**src/rtl/muldiv_sequencer.sv**
```systemverilog
// Iterative radix-2 shift-add multiplier / restoring divider that owns HI/LO and serves MFHI/MFLO/MTHI/MTLO.
// Optional build macro MULDIV_DIVZERO_EN adds o_divZero and a one-cycle divide-by-zero path.
module muldiv_sequencer #(
    parameter int N_BITS  = 32,
    parameter int N_FUNCT = 6
) (
    input  logic               i_clock,
    input  logic               i_reset,
    input  logic               i_valid,
    input  logic [N_FUNCT-1:0] i_funct,
    input  logic [N_BITS-1:0]  i_datoA,
    input  logic [N_BITS-1:0]  i_datoB,
    input  logic               i_flush,
    output logic               o_busy,
    output logic               o_stall,
    output logic               o_done,
`ifdef MULDIV_DIVZERO_EN
    output logic               o_divZero,
`endif
    output logic [N_BITS-1:0]  o_result,
    output logic [N_BITS-1:0]  o_hi,
    output logic [N_BITS-1:0]  o_lo
);

    localparam int CNT_W = $clog2(N_BITS);

    localparam logic [N_FUNCT-1:0] F_MULT  = N_FUNCT'(6'b011000);
    localparam logic [N_FUNCT-1:0] F_MULTU = N_FUNCT'(6'b011001);
    localparam logic [N_FUNCT-1:0] F_DIV   = N_FUNCT'(6'b011010);
    localparam logic [N_FUNCT-1:0] F_DIVU  = N_FUNCT'(6'b011011);
    localparam logic [N_FUNCT-1:0] F_MFHI  = N_FUNCT'(6'b010000);
    localparam logic [N_FUNCT-1:0] F_MTHI  = N_FUNCT'(6'b010001);
    localparam logic [N_FUNCT-1:0] F_MFLO  = N_FUNCT'(6'b010010);
    localparam logic [N_FUNCT-1:0] F_MTLO  = N_FUNCT'(6'b010011);

    typedef enum logic [1:0] {
        S_IDLE = 2'd0,
        S_RUN  = 2'd1,
        S_FIX  = 2'd2
    } state_t;

    function automatic logic [N_BITS-1:0] neg_n(input logic [N_BITS-1:0] v);
        return ~v + {{(N_BITS-1){1'b0}}, 1'b1};
    endfunction

    function automatic logic [N_BITS-1:0] abs_n(input logic [N_BITS-1:0] v);
        return v[N_BITS-1] ? neg_n(v) : v;
    endfunction

    function automatic logic is_start(input logic [N_FUNCT-1:0] f);
        logic r;
        case (f)
            F_MULT, F_MULTU, F_DIV, F_DIVU: r = 1'b1;
            default:                        r = 1'b0;
        endcase
        return r;
    endfunction

    function automatic logic is_hilo(input logic [N_FUNCT-1:0] f);
        logic r;
        case (f)
            F_MULT, F_MULTU, F_DIV, F_DIVU,
            F_MFHI, F_MTHI, F_MFLO, F_MTLO: r = 1'b1;
            default:                        r = 1'b0;
        endcase
        return r;
    endfunction

    state_t              state_q;
    logic [CNT_W-1:0]    count_q;
    logic [N_BITS-1:0]   acc_q;
    logic [N_BITS-1:0]   lo_reg_q;
    logic [N_BITS-1:0]   mcand_q;
    logic [N_BITS-1:0]   dividend_q;
    logic                is_div_q;
    logic                neg_res_q;
    logic                neg_rem_q;
    logic                divzero_q;
    logic                busy_q;
    logic                done_q;
    logic [N_BITS-1:0]   hi_q;
    logic [N_BITS-1:0]   lo_q;
`ifdef MULDIV_DIVZERO_EN
    logic                divzero_done_q;
`endif

    logic                start_s;
    logic                is_div_s;
    logic                is_signed_s;
    logic                b_zero_s;

    logic [N_BITS:0]     mul_sum_s;
    logic [N_BITS:0]     div_rem_sh_s;
    logic                div_ge_s;
    logic [N_BITS-1:0]   div_diff_s;
    logic [N_BITS-1:0]   step_acc_d;
    logic [N_BITS-1:0]   step_lo_d;

    logic [2*N_BITS-1:0] prod_s;
    logic [2*N_BITS-1:0] prod_fix_s;
    logic [N_BITS-1:0]   quot_fix_s;
    logic [N_BITS-1:0]   rem_fix_s;
    logic [N_BITS-1:0]   fix_hi_d;
    logic [N_BITS-1:0]   fix_lo_d;

    // Request decode: the two low funct bits encode divide and unsigned.
    always_comb begin
        start_s     = i_valid & is_start(i_funct);
        is_div_s    = i_funct[1];
        is_signed_s = ~i_funct[0];
        b_zero_s    = (i_datoB == {N_BITS{1'b0}});
    end

    // One iteration of shift-add multiply or restoring divide on {acc, lo_reg}.
    always_comb begin
        mul_sum_s    = lo_reg_q[0] ? ({1'b0, acc_q} + {1'b0, mcand_q}) : {1'b0, acc_q};
        div_rem_sh_s = {acc_q, lo_reg_q[N_BITS-1]};
        div_ge_s     = (div_rem_sh_s >= {1'b0, mcand_q});
        div_diff_s   = div_rem_sh_s[N_BITS-1:0] - mcand_q;
        if (is_div_q) begin
            step_acc_d = div_ge_s ? div_diff_s : div_rem_sh_s[N_BITS-1:0];
            step_lo_d  = {lo_reg_q[N_BITS-2:0], div_ge_s};
        end else begin
            step_acc_d = mul_sum_s[N_BITS:1];
            step_lo_d  = {mul_sum_s[0], lo_reg_q[N_BITS-1:1]};
        end
    end

    // Sign correction and HI/LO mapping applied in FIX.
    always_comb begin
        prod_s     = {acc_q, lo_reg_q};
        prod_fix_s = neg_res_q ? (~prod_s + {{(2*N_BITS-1){1'b0}}, 1'b1}) : prod_s;
        quot_fix_s = neg_res_q ? neg_n(lo_reg_q) : lo_reg_q;
        rem_fix_s  = neg_rem_q ? neg_n(acc_q) : acc_q;
        if (!is_div_q) begin
            fix_hi_d = prod_fix_s[2*N_BITS-1:N_BITS];
            fix_lo_d = prod_fix_s[N_BITS-1:0];
        end else if (divzero_q) begin
            fix_hi_d = dividend_q;
            fix_lo_d = {N_BITS{1'b1}};
        end else begin
            fix_hi_d = rem_fix_s;
            fix_lo_d = quot_fix_s;
        end
    end

    // Sequencer FSM with datapath, HI/LO and registered status outputs.
    always_ff @(posedge i_clock or posedge i_reset) begin
        if (i_reset) begin
            state_q        <= S_IDLE;
            count_q        <= {CNT_W{1'b0}};
            acc_q          <= {N_BITS{1'b0}};
            lo_reg_q       <= {N_BITS{1'b0}};
            mcand_q        <= {N_BITS{1'b0}};
            dividend_q     <= {N_BITS{1'b0}};
            is_div_q       <= 1'b0;
            neg_res_q      <= 1'b0;
            neg_rem_q      <= 1'b0;
            divzero_q      <= 1'b0;
            busy_q         <= 1'b0;
            done_q         <= 1'b0;
            hi_q           <= {N_BITS{1'b0}};
            lo_q           <= {N_BITS{1'b0}};
`ifdef MULDIV_DIVZERO_EN
            divzero_done_q <= 1'b0;
`endif
        end else begin
            case (state_q)
                S_IDLE: begin
                    done_q <= 1'b0;
`ifdef MULDIV_DIVZERO_EN
                    divzero_done_q <= 1'b0;
`endif
                    if (start_s) begin
                        // Operand order is irrelevant for the product, so A always sits in the shifting register.
                        lo_reg_q   <= is_signed_s ? abs_n(i_datoA) : i_datoA;
                        mcand_q    <= is_signed_s ? abs_n(i_datoB) : i_datoB;
                        acc_q      <= {N_BITS{1'b0}};
                        dividend_q <= i_datoA;
                        is_div_q   <= is_div_s;
                        neg_res_q  <= is_signed_s & (i_datoA[N_BITS-1] ^ i_datoB[N_BITS-1]);
                        neg_rem_q  <= is_signed_s & i_datoA[N_BITS-1];
                        divzero_q  <= is_div_s & b_zero_s;
                        count_q    <= CNT_W'(N_BITS-1);
                        busy_q     <= 1'b1;
`ifdef MULDIV_DIVZERO_EN
                        if (is_div_s && b_zero_s) begin
                            state_q        <= S_FIX;
                            done_q         <= 1'b1;
                            divzero_done_q <= 1'b1;
                        end else begin
                            state_q <= S_RUN;
                        end
`else
                        state_q <= S_RUN;
`endif
                    end else if (i_valid && (i_funct == F_MTHI)) begin
                        hi_q <= i_datoA;
                    end else if (i_valid && (i_funct == F_MTLO)) begin
                        lo_q <= i_datoA;
                    end else begin
                        state_q <= S_IDLE;
                    end
                end
                S_RUN: begin
                    if (i_flush) begin
                        state_q <= S_IDLE;
                        busy_q  <= 1'b0;
                        done_q  <= 1'b0;
                    end else begin
                        acc_q    <= step_acc_d;
                        lo_reg_q <= step_lo_d;
                        if (count_q == {CNT_W{1'b0}}) begin
                            state_q <= S_FIX;
                            done_q  <= 1'b1;
`ifdef MULDIV_DIVZERO_EN
                            divzero_done_q <= divzero_q;
`endif
                        end else begin
                            count_q <= count_q - {{(CNT_W-1){1'b0}}, 1'b1};
                        end
                    end
                end
                S_FIX: begin
                    state_q <= S_IDLE;
                    busy_q  <= 1'b0;
                    done_q  <= 1'b0;
`ifdef MULDIV_DIVZERO_EN
                    divzero_done_q <= 1'b0;
`endif
                    if (!i_flush) begin
                        hi_q <= fix_hi_d;
                        lo_q <= fix_lo_d;
                    end else begin
                        hi_q <= hi_q;
                    end
                end
                default: begin
                    state_q <= S_IDLE;
                    busy_q  <= 1'b0;
                    done_q  <= 1'b0;
                end
            endcase
        end
    end

    // Pipeline-facing combinational outputs.
    always_comb begin
        o_stall = busy_q & i_valid & is_hilo(i_funct);
        case (i_funct)
            F_MFHI:  o_result = hi_q;
            F_MFLO:  o_result = lo_q;
            default: o_result = {N_BITS{1'b0}};
        endcase
    end

    assign o_busy = busy_q;
    assign o_done = done_q;
    assign o_hi   = hi_q;
    assign o_lo   = lo_q;
`ifdef MULDIV_DIVZERO_EN
    assign o_divZero = divzero_done_q;
`endif

endmodule

```
**config.mk**
```make
export PLATFORM = sky130hd
export DESIGN_NAME = muldiv_sequencer
export DESIGN_NICKNAME = d
export VERILOG_FILES = /design/src/rtl/muldiv_sequencer.sv
export SDC_FILE = /design/constraint.sdc
export NUM_CORES = 1
export LEC_CHECK = 0
export CORE_UTILIZATION = 53
export CTS_CLUSTER_DIAMETER = 50
export DETAILED_ROUTE_END_ITERATION = 8
export PLACE_DENSITY = 0.86
export RECOVER_POWER = 50
export SLEW_MARGIN = 5
export SYNTH_ARGS = -nofsm -noshare
export SYNTH_HDL_FRONTEND = slang
export SYNTH_SLANG_ARGS = --single-unit
```
**constraint.sdc**
```tcl
create_clock -name i_clock -period 7.3 [get_ports i_clock]
set_input_delay 1.46 -clock i_clock [delete_from_list [all_inputs] [get_ports i_clock]]
set_output_delay 1.46 -clock i_clock [all_outputs]
set_load 0.1 [all_outputs]
```
# Word level (Yosys, flattened, before mapping)
# Memory sizes are Yosys's and may differ from the RTL's.
# Cells that the tools add are included.
# Widths: inputs -> output; s select.
# totals
register_bits,205
mem_bits_ro,32
input_bits,74
memories,1
# mem_list
name,words,word_bits,rd,rd_ports_with_merged_regs,write_ports,line,source
(name not given),32,1,1,0,0,61,case (f)
# op_classes
n_addsub,8
n_lt_le_gt_ge,1
n_eq_ne,22
muxes,49
n_bitwise,13
reduce_logical,15
# ops
op,count
$mux 32,24
$pmux 32 s2,5
$add 32x1->32 const B,4
$not 32->32,4
$add 64x1->64 const B,1
$mux 64,1
$not 64->64,1
$eq 6x5->1 const B,8
$add 32x32->33,1
$ge 33x32->1,1
$mux 33,1
$logic_not 32->1,1
$sub 32x32->32,1
$ne 2x2->1 const B,9
$mux 5,3
$mux 2,5
$pmux 5 s2,1
$ne 3x3->1 const B,3
$reduce_and 4->1,2
$mux 1,7
$and 1x1->1,6
$reduce_and 3->1,2
$logic_not 5->1,1
$reduce_and 5->1,1
12 further kinds,15

# Longest topological paths before layout
# Gate-level depths: netlist of run 1.
# depth
word_depth,7
ltp_mapped,14
ltp_nobuf,13

# Worst setup path before layout of run 1
# No wires, ideal clock.
# synth_timing
kind,input to output
start,input i_funct[1]
end,output o_result[10]
t_arrival_ps,3654
required_ps,5840
setup_slack_ps,2186
stages,4
path_buffers,2
cell_sequence,clkbuf_1 buf_1 mux2i_1 nor2_1
# synth_via
elab_chain_cells,2
# synth_rtl
element,line,source
from (decl),10,"input logic [N_FUNCT-1:0] i_funct,"
$eq 6x5->1,250,case (i_funct)
$pmux 32 s2 (*),250,
to (decl),20,"output logic [N_BITS-1:0] o_result,"
# Mark *: on every way between the ends. The rest lies on a longest branch, timed or not.

==> run_results.csv, run 1 <==
group,metric,value,unit
yosys,synthTopCellsByArea,"dfrtp_1, nand2_1, o21ai_0",
setup_path,cp.required,7.69,ns
grt,grt_overflow,0,
setup_path,rr_endpoint,"acc_q[9]",
setup_path,endpoint,"o_hi[8]",
sta,finalHoldViolations,0,
clocking,cts_sinks,205,
die,dieWidth,184,um
sta,fmax,194,MHz
power_and_ir_drop,pwr-share-seq,24.8,%
status,status,"complete, but fails checks",
setup_path,crit_buf_inv,3,
yosys,synthDistinctLibCells,79,
setup_path,crit_path_start,"i_reset",
clocking,post-cts-setup-buffer-count,0,
grt,grt_pass1_wl,92300,um
setup_path,critPathCaptureType,"asynchronous set/reset pin",
power_and_ir_drop,max-vdd-ir-drop,290,uV
layout,layout.nets,2479,
setup_path,start_kind,"input port",
hold_path,hp-class,"reg -> reg",
yosys,synthCells,2280,
route,drtIter0Drc,1905,
hold_path,worstHoldPathCells,2,
clocking,cts_tree,"built",
sta,setup_viol,0,
route,ant_nets,0,
die,io_pins,173,
grt,grt_pass1_vias,17000,
layout,area_growth,16.3,%
route,viasPerCell,6.47,
status,violations,"max-capacitance violations, max-slew violations",
yosys,synthFlopType,"dfrtp_1",
clocking,cts_buffers,31,
grt,antenna_found_initial,0,
yosys,yosys_warnings,0,
setup_path,critPathMaxStageDelay,1.98,ns
setup_path,worstPathCellList,"dlygate4sd3_1 -> clkinvlp_4 -> clkbuf_2",
setup_path,cp_max_fo,145,
route,wl_per_cell,20.9,um
grt,grt_use_total,34.3,%
die,rows,66,
setup_path,r2r_slack,2.87,ns
sta,finalClockSkew,0.0118,ns
die,die_h,184,um
sta,period_needed,5.15,ns
clocking,cts-htree-levels,1,
sta,totalNegativeSetupSlack,0,ns
clocking,post_cts_resize_count,0,
power_and_ir_drop,pwr-share-clk,20.4,%
setup_path,cp_num_cells,3,
grt,grt_max_degree,146,
yosys,ys_ff_latch,205,
power_and_ir_drop,combinationalPowerShare,54.8,%
flow_run,cap_viol_max_count,6,
die,core,32500,um^2
setup_path,cp_slowest_cell,"clkinvlp_4",
layout,drive_gt1_share,6.28,%
yosys,postSynthAreaPerCell,7.66,um^2
power_and_ir_drop,p_switching,4.04,mW
route,drc,0,
route,drt_pass1_iterations,7,
yosys,synth_edf_count,0,
die,start_util,53.8,%
sta,worst_pin_slew,3.31,ns
setup_path,arrival,5.54,ns
clocking,clk_transition_reported_paths,0.05,ns
yosys,syn_area,17500,um^2
power_and_ir_drop,swShare,49.5,%
route,num_vias,18100,
yosys,yosys.area.top_type,"dfrtp_1",
clocking,cts-root-buf,"clkbuf_16",
setup_path,r2r_start,"acc_q[28]",
power_and_ir_drop,power.density,402,nW/um^2
sta,maxSlewViolCount,426,
yosys,synth_nets,2426,
clocking,hold_buffers,0,
power_and_ir_drop,p_int,4.13,mW
power_and_ir_drop,finalPower,8.17,mW
clocking,clk_latency,0.59,ns
route,wirelength,58500,um
die,dieArea,33700,um^2
sta,timing.final.crit_share,70.5,%
yosys,yosysSeqAreaShare,29.4,%
sta,slew_headroom,-121,%
yosys,async_reset_ff_share,100,%
place,place_hpwl,41400,um
place,port-buffer-count,172,
layout,antenna_cells,0,
power_and_ir_drop,p_leak,8.63,nW
sta,rsz0062_at_grt,"no",
setup_path,rr_worst_depth,7,
clocking,clockBufferDepth,3,
place,gp_congestion,0.984,
setup_path,critical_path_class,"in -> async",
yosys,synth_top_area_share,29.4,%
setup_path,crit_family,"buffers and inverters",
[area by class of cell]
type / instances / area, um^2
Clock inverter: 19 / 294
Inverter: 68 / 259
Sequential cell: 205 / 5130
Multi-Input combinational cell: 1831 / 11400
Fill cell: 2838 / 12100
Timing Repair Buffer: 196 / 1800
Tap cell: 442 / 553
Clock buffer: 39 / 866
[power groups by stage]
stage	Combinational [mW]	Clock (mW)	Sequential, mW
CTS	4.39	1.68	1.99
finish	4.48	1.67	2.02
global placement	4.28	0	1.99
global route	4.84	1.72	2.06
floorplan	3.10	0	2.11
detailed placement	4.36	0	2.01
[per-stage QoR]
| stage | setup WS (ns) | instances | hold WS, ns | cell area (um^2) | utilization [%] |
|---|---|---|---|---|---|
| 2_1_floorplan | 0.244 | 2280 | 0.437 | 17500 | - |
| 3_3_place_gp | 2.33 | 2742 | 0.453 | 19200 | 59.1 |
| 3_5_place_dp | 2.31 | 2742 | 0.464 | 19200 | 59.1 |
| 6_report | 2.15 | 2800 | 0.476 | 20300 | 62.6 |
| 4_1_cts | 2.31 | 2800 | 0.477 | 20300 | 62.7 |
| 5_1_grt | 1.42 | 2800 | 0.507 | 20300 | 62.6 |
[flip-flops by register name (all words and copies together), names as in the netlist, 2 cells and up]
register    count
acc_q          32
state_q         2
lo_reg_q       32
o_lo           32
mcand_q        32
o_hi           32
count_q         5
dividend_q     32
[cells in the mapped netlist (26+ instances only)]
master / count
o31ai_1: 27
o211ai_1: 43
o22ai_1: 38
xnor2_1: 121
mux2i_1: 94
o21ai_0: 255
ha_1: 70
a21oi_1: 167
nand3_1: 54
a211oi_1: 27
clkbuf_1: 140
inv_1: 68
nand2_1: 358
nor3_1: 26
nor2_1: 158
dfrtp_1: 205
xor2_1: 50
[cells in the final DEF (no fill, tap or decap), types with 38 or more instances in the layout]
cell type	instances
nand2_1	358
o21ai_0	255
dfrtp_1	204
a21oi_1	167
nor2_1	157
clkdlybuf4s50_1	136
xnor2_1	121
mux2i_1	94
ha_1	70
inv_1	67
nand3_1	54
buf_4	51
xor2_1	50
o211ai_1	43
o22ai_1	38
[kinds of logic (layout without fill, tap and decap cells)]
family,Yosys count,count (layout),synth area share (%)
AO/OA/AOI/OAI,723,723,25.5
XOR/XNOR,171,171,8.57
adder cells (fa/ha/maj),72,72,5.24
buffers and inverters,244,322,5.48
flip-flops,205,205,29.4
multiplexers,96,96,5.51
AND/OR/NAND/NOR,769,769,20.3
[worst min path at each step]
stage	end	start	slack [ns]
after floorplan	dividend_q[11]	dividend_q[11]	0.44
after global placement	dividend_q[17]	dividend_q[17]	0.45
after detailed placement	dividend_q[23]	dividend_q[23]	0.46
after CTS	dividend_q[31]	dividend_q[31]	0.48
after global routing	dividend_q[0]	dividend_q[0]	0.51
final	dividend_q[31]	dividend_q[31]	0.48
[worst register-to-register path, delay by kind of cell, from the launching register on]
| kind | cells | cell delay (ns) |
|---|---|---|
| multiplexers | 1 | 0.42 |
| flip-flops | 1 | 0.51 |
| adder cells (fa/ha/maj) | 1 | 0.46 |
| AO/OA/AOI/OAI | 2 | 1.31 |
| AND/OR/NAND/NOR | 3 | 1.60 |
[layer usage]
metal  wire [um]  up-vias  track usage, %
met3        5400      188            4.50
li1            -     8307               -
met1       23500     8626            45.2
met2       27300     1004            56.4
met5           0        -               0
met4        2260        0            14.6
No activity file was read; power rests on OpenSTA's default activity.
==> run 2, diff against run 1 <==
- clock period: 7.3 -> 4.2 ns (I/O delays scaled with it)
==> run_results.csv, run 2 (same netlist as run 1, synthesis figures left out) <==
group,metric,value,unit
route,wl_per_cell,21.3,um
setup_path,critPathCaptureType,"flop",
place,post-place-cells,2785,
clocking,post_cts_resize_count,0,
power_and_ir_drop,finalPower,13.9,mW
clocking,cts_tree,"built",
sta,period_needed,3.80,ns
place,placed_area,19900,um^2
setup_path,crit_top_cell,"nor2_1",
die,dieArea,33700,um^2
sta,slew_headroom,-49.2,%
sta,finalHoldViolations,0,
setup_path,crit_family,"simple AND/OR/NAND/NOR gates",
die,io_pins,173,
layout,drive_gt1_share,7.36,%
hold_path,hp-class,"reg -> reg",
clocking,cts-htree-levels,1,
die,dieWidth,184,um
sta,totalNegativeSetupSlack,0,ns
sta,maxSlewViolCount,105,
die,core,32500,um^2
grt,grt_overflow,0,
place,port-buffer-count,172,
clocking,cts_sinks,205,
route,drt_pass1_iterations,9,
grt,met3_usage,4.38,%
die,die_h,184,um
power_and_ir_drop,p_switching,7.01,mW
grt,grt_pass1_wl,94900,um
status,status,"complete, but fails checks",
clocking,post-cts-setup-buffer-count,0,
place,place_hpwl,44300,um
power_and_ir_drop,pwr-share-seq,24.2,%
sta,worst_pin_slew,2.23,ns
sta,finalClockSkew,0.0259,ns
grt,grt_use_total,35.4,%
sta,timing.final.crit_share,90.5,%
grt,grt_pass1_vias,17300,
setup_path,critPathMaxStageDelay,1.67,ns
status,violations,"max-capacitance violations, max-slew violations",
clocking,clk_transition_reported_paths,0.06,ns
power_and_ir_drop,max-vdd-ir-drop,437,uV
layout,final_cell_mix,"nand2_1, o21ai_0, dfrtp_1",
sta,fmax,263,MHz
power_and_ir_drop,pwr-share-clk,16.6,%
layout,layout.nets,2520,
layout,instances_no_fill,2833,
setup_path,arrival,4.28,ns
setup_path,worstPathCellList,"dlygate4sd3_1 -> nor2_1 -> and3_1 -> nand2_1 -> nor3_1 -> nor2_1 -> buf_4 -> a21oi_1 -> a22oi_1",
grt,top_usage_layer,"met2",
power_and_ir_drop,p_int,6.86,mW
layout,final_area,20800,um^2
grt,antenna_found_initial,0,
power_and_ir_drop,swShare,50.5,%
clocking,cts_buffers,29,
route,ant_nets,0,
layout,layout_commonest_cell,"nand2_1",
route,num_vias,18400,
setup_path,crit_buf_inv,2,
setup_path,cp_slowest_cell,"nor2_1",
grt,met2_usage,58.4,%
layout,area_growth,18.9,%
setup_path,cp.required,4.67,ns
place,gp_congestion,1.03,
grt,grt_max_degree,75,
route,drtIter0Drc,2061,
route,drc,0,
route,viasPerCell,6.50,
grt,met1_usage,46.8,%
clocking,cts-root-buf,"clkbuf_16",
clocking,clk_latency,0.58,ns
power_and_ir_drop,combinationalPowerShare,59.2,%
die,start_util,53.8,%
die,rows,66,
power_and_ir_drop,p_leak,8.81,nW
clocking,clockBufferDepth,3,
flow_run,cap_viol_max_count,3,
setup_path,cp_max_fo,32,
route,wirelength,60200,um
sta,setup_viol,0,
setup_path,critical_path_class,"in -> reg",
sta,rsz0062_at_grt,"no",
layout,fill_cells,2757,
clocking,hold_buffers,0,
power_and_ir_drop,power.density,668,nW/um^2
layout,antenna_cells,0,
setup_path,start_kind,"input port",
run 2: path summary, 6_finish.rpt:
check	start	to	slack (ns)	depth (start not counted)
setup / recovery	i_funct[5]	lo_reg_q[0]	0.40	9
max in group asynchronous	i_reset	o_lo[29]	0.96	3
min in group asynchronous	i_reset	o_lo[10]	1.20	2
hold / removal	dividend_q[17]	dividend_q[17]	0.48	2
hold reg to reg	dividend_q[17]	dividend_q[17]	0.48	2
setup reg to reg	lo_reg_q[19]	o_hi[27]	0.49	9
run 2: power groups by stage:
| stage | clock network [mW] | registers (mW) | logic [mW] |
|---|---|---|---|
| 5_1_grt | 2.39 | 3.41 | 8.81 |
| 3_3_place_gp | 0 | 3.30 | 7.86 |
| 3_5_place_dp | 0 | 3.34 | 7.97 |
| 2_1_floorplan | 0 | 3.67 | 5.39 |
| 4_1_cts | 2.32 | 3.31 | 8.01 |
| 6_report | 2.30 | 3.36 | 8.21 |
run 2: stage by stage:
step / utilization [%] / hold slack, ns / worst slack, ns
3_3_place_gp: 61.4 / 0.454 / 0.557
4_1_cts: 64.1 / 0.479 / 0.702
6_report: 64.0 / 0.482 / 0.398
2_1_floorplan: - / 0.437 / 0.326
5_1_grt: 64.0 / 0.510 / 0.221
3_5_place_dp: 61.4 / 0.463 / 0.575
run 2: layer usage:
metal	routed length (um)	up-vias	share of wire [%]
met2	27800	1091	46
li1	-	8354	-
met4	2700	0	4.5
met3	5590	213	9.3
met5	0	-	0
met1	24200	8760	40
run 2: worst register-to-register path, stage by stage, from the launching register on:
cell and delay (ns):
dfrtp_1 0.47, or4_4 0.60, nor4_2 0.30, and4b_1 0.48, nand2_1 0.41, or4_4 0.64, o21ai_2 0.22, xnor2_1 0.09
o21ai_1 0.27, nand3_1 0.11
run 2: area by class of cell:
cell class	instances	area [um^2]	area share [%]
timing repair buffer	239	2550	12.3
multi-input combinational	1831	11400	54.9
clock buffer	40	817	3.93
inverter	68	256	1.24
tap	442	553	2.66
sequential	205	5130	24.7
clock inverter	8	68.8	0.331
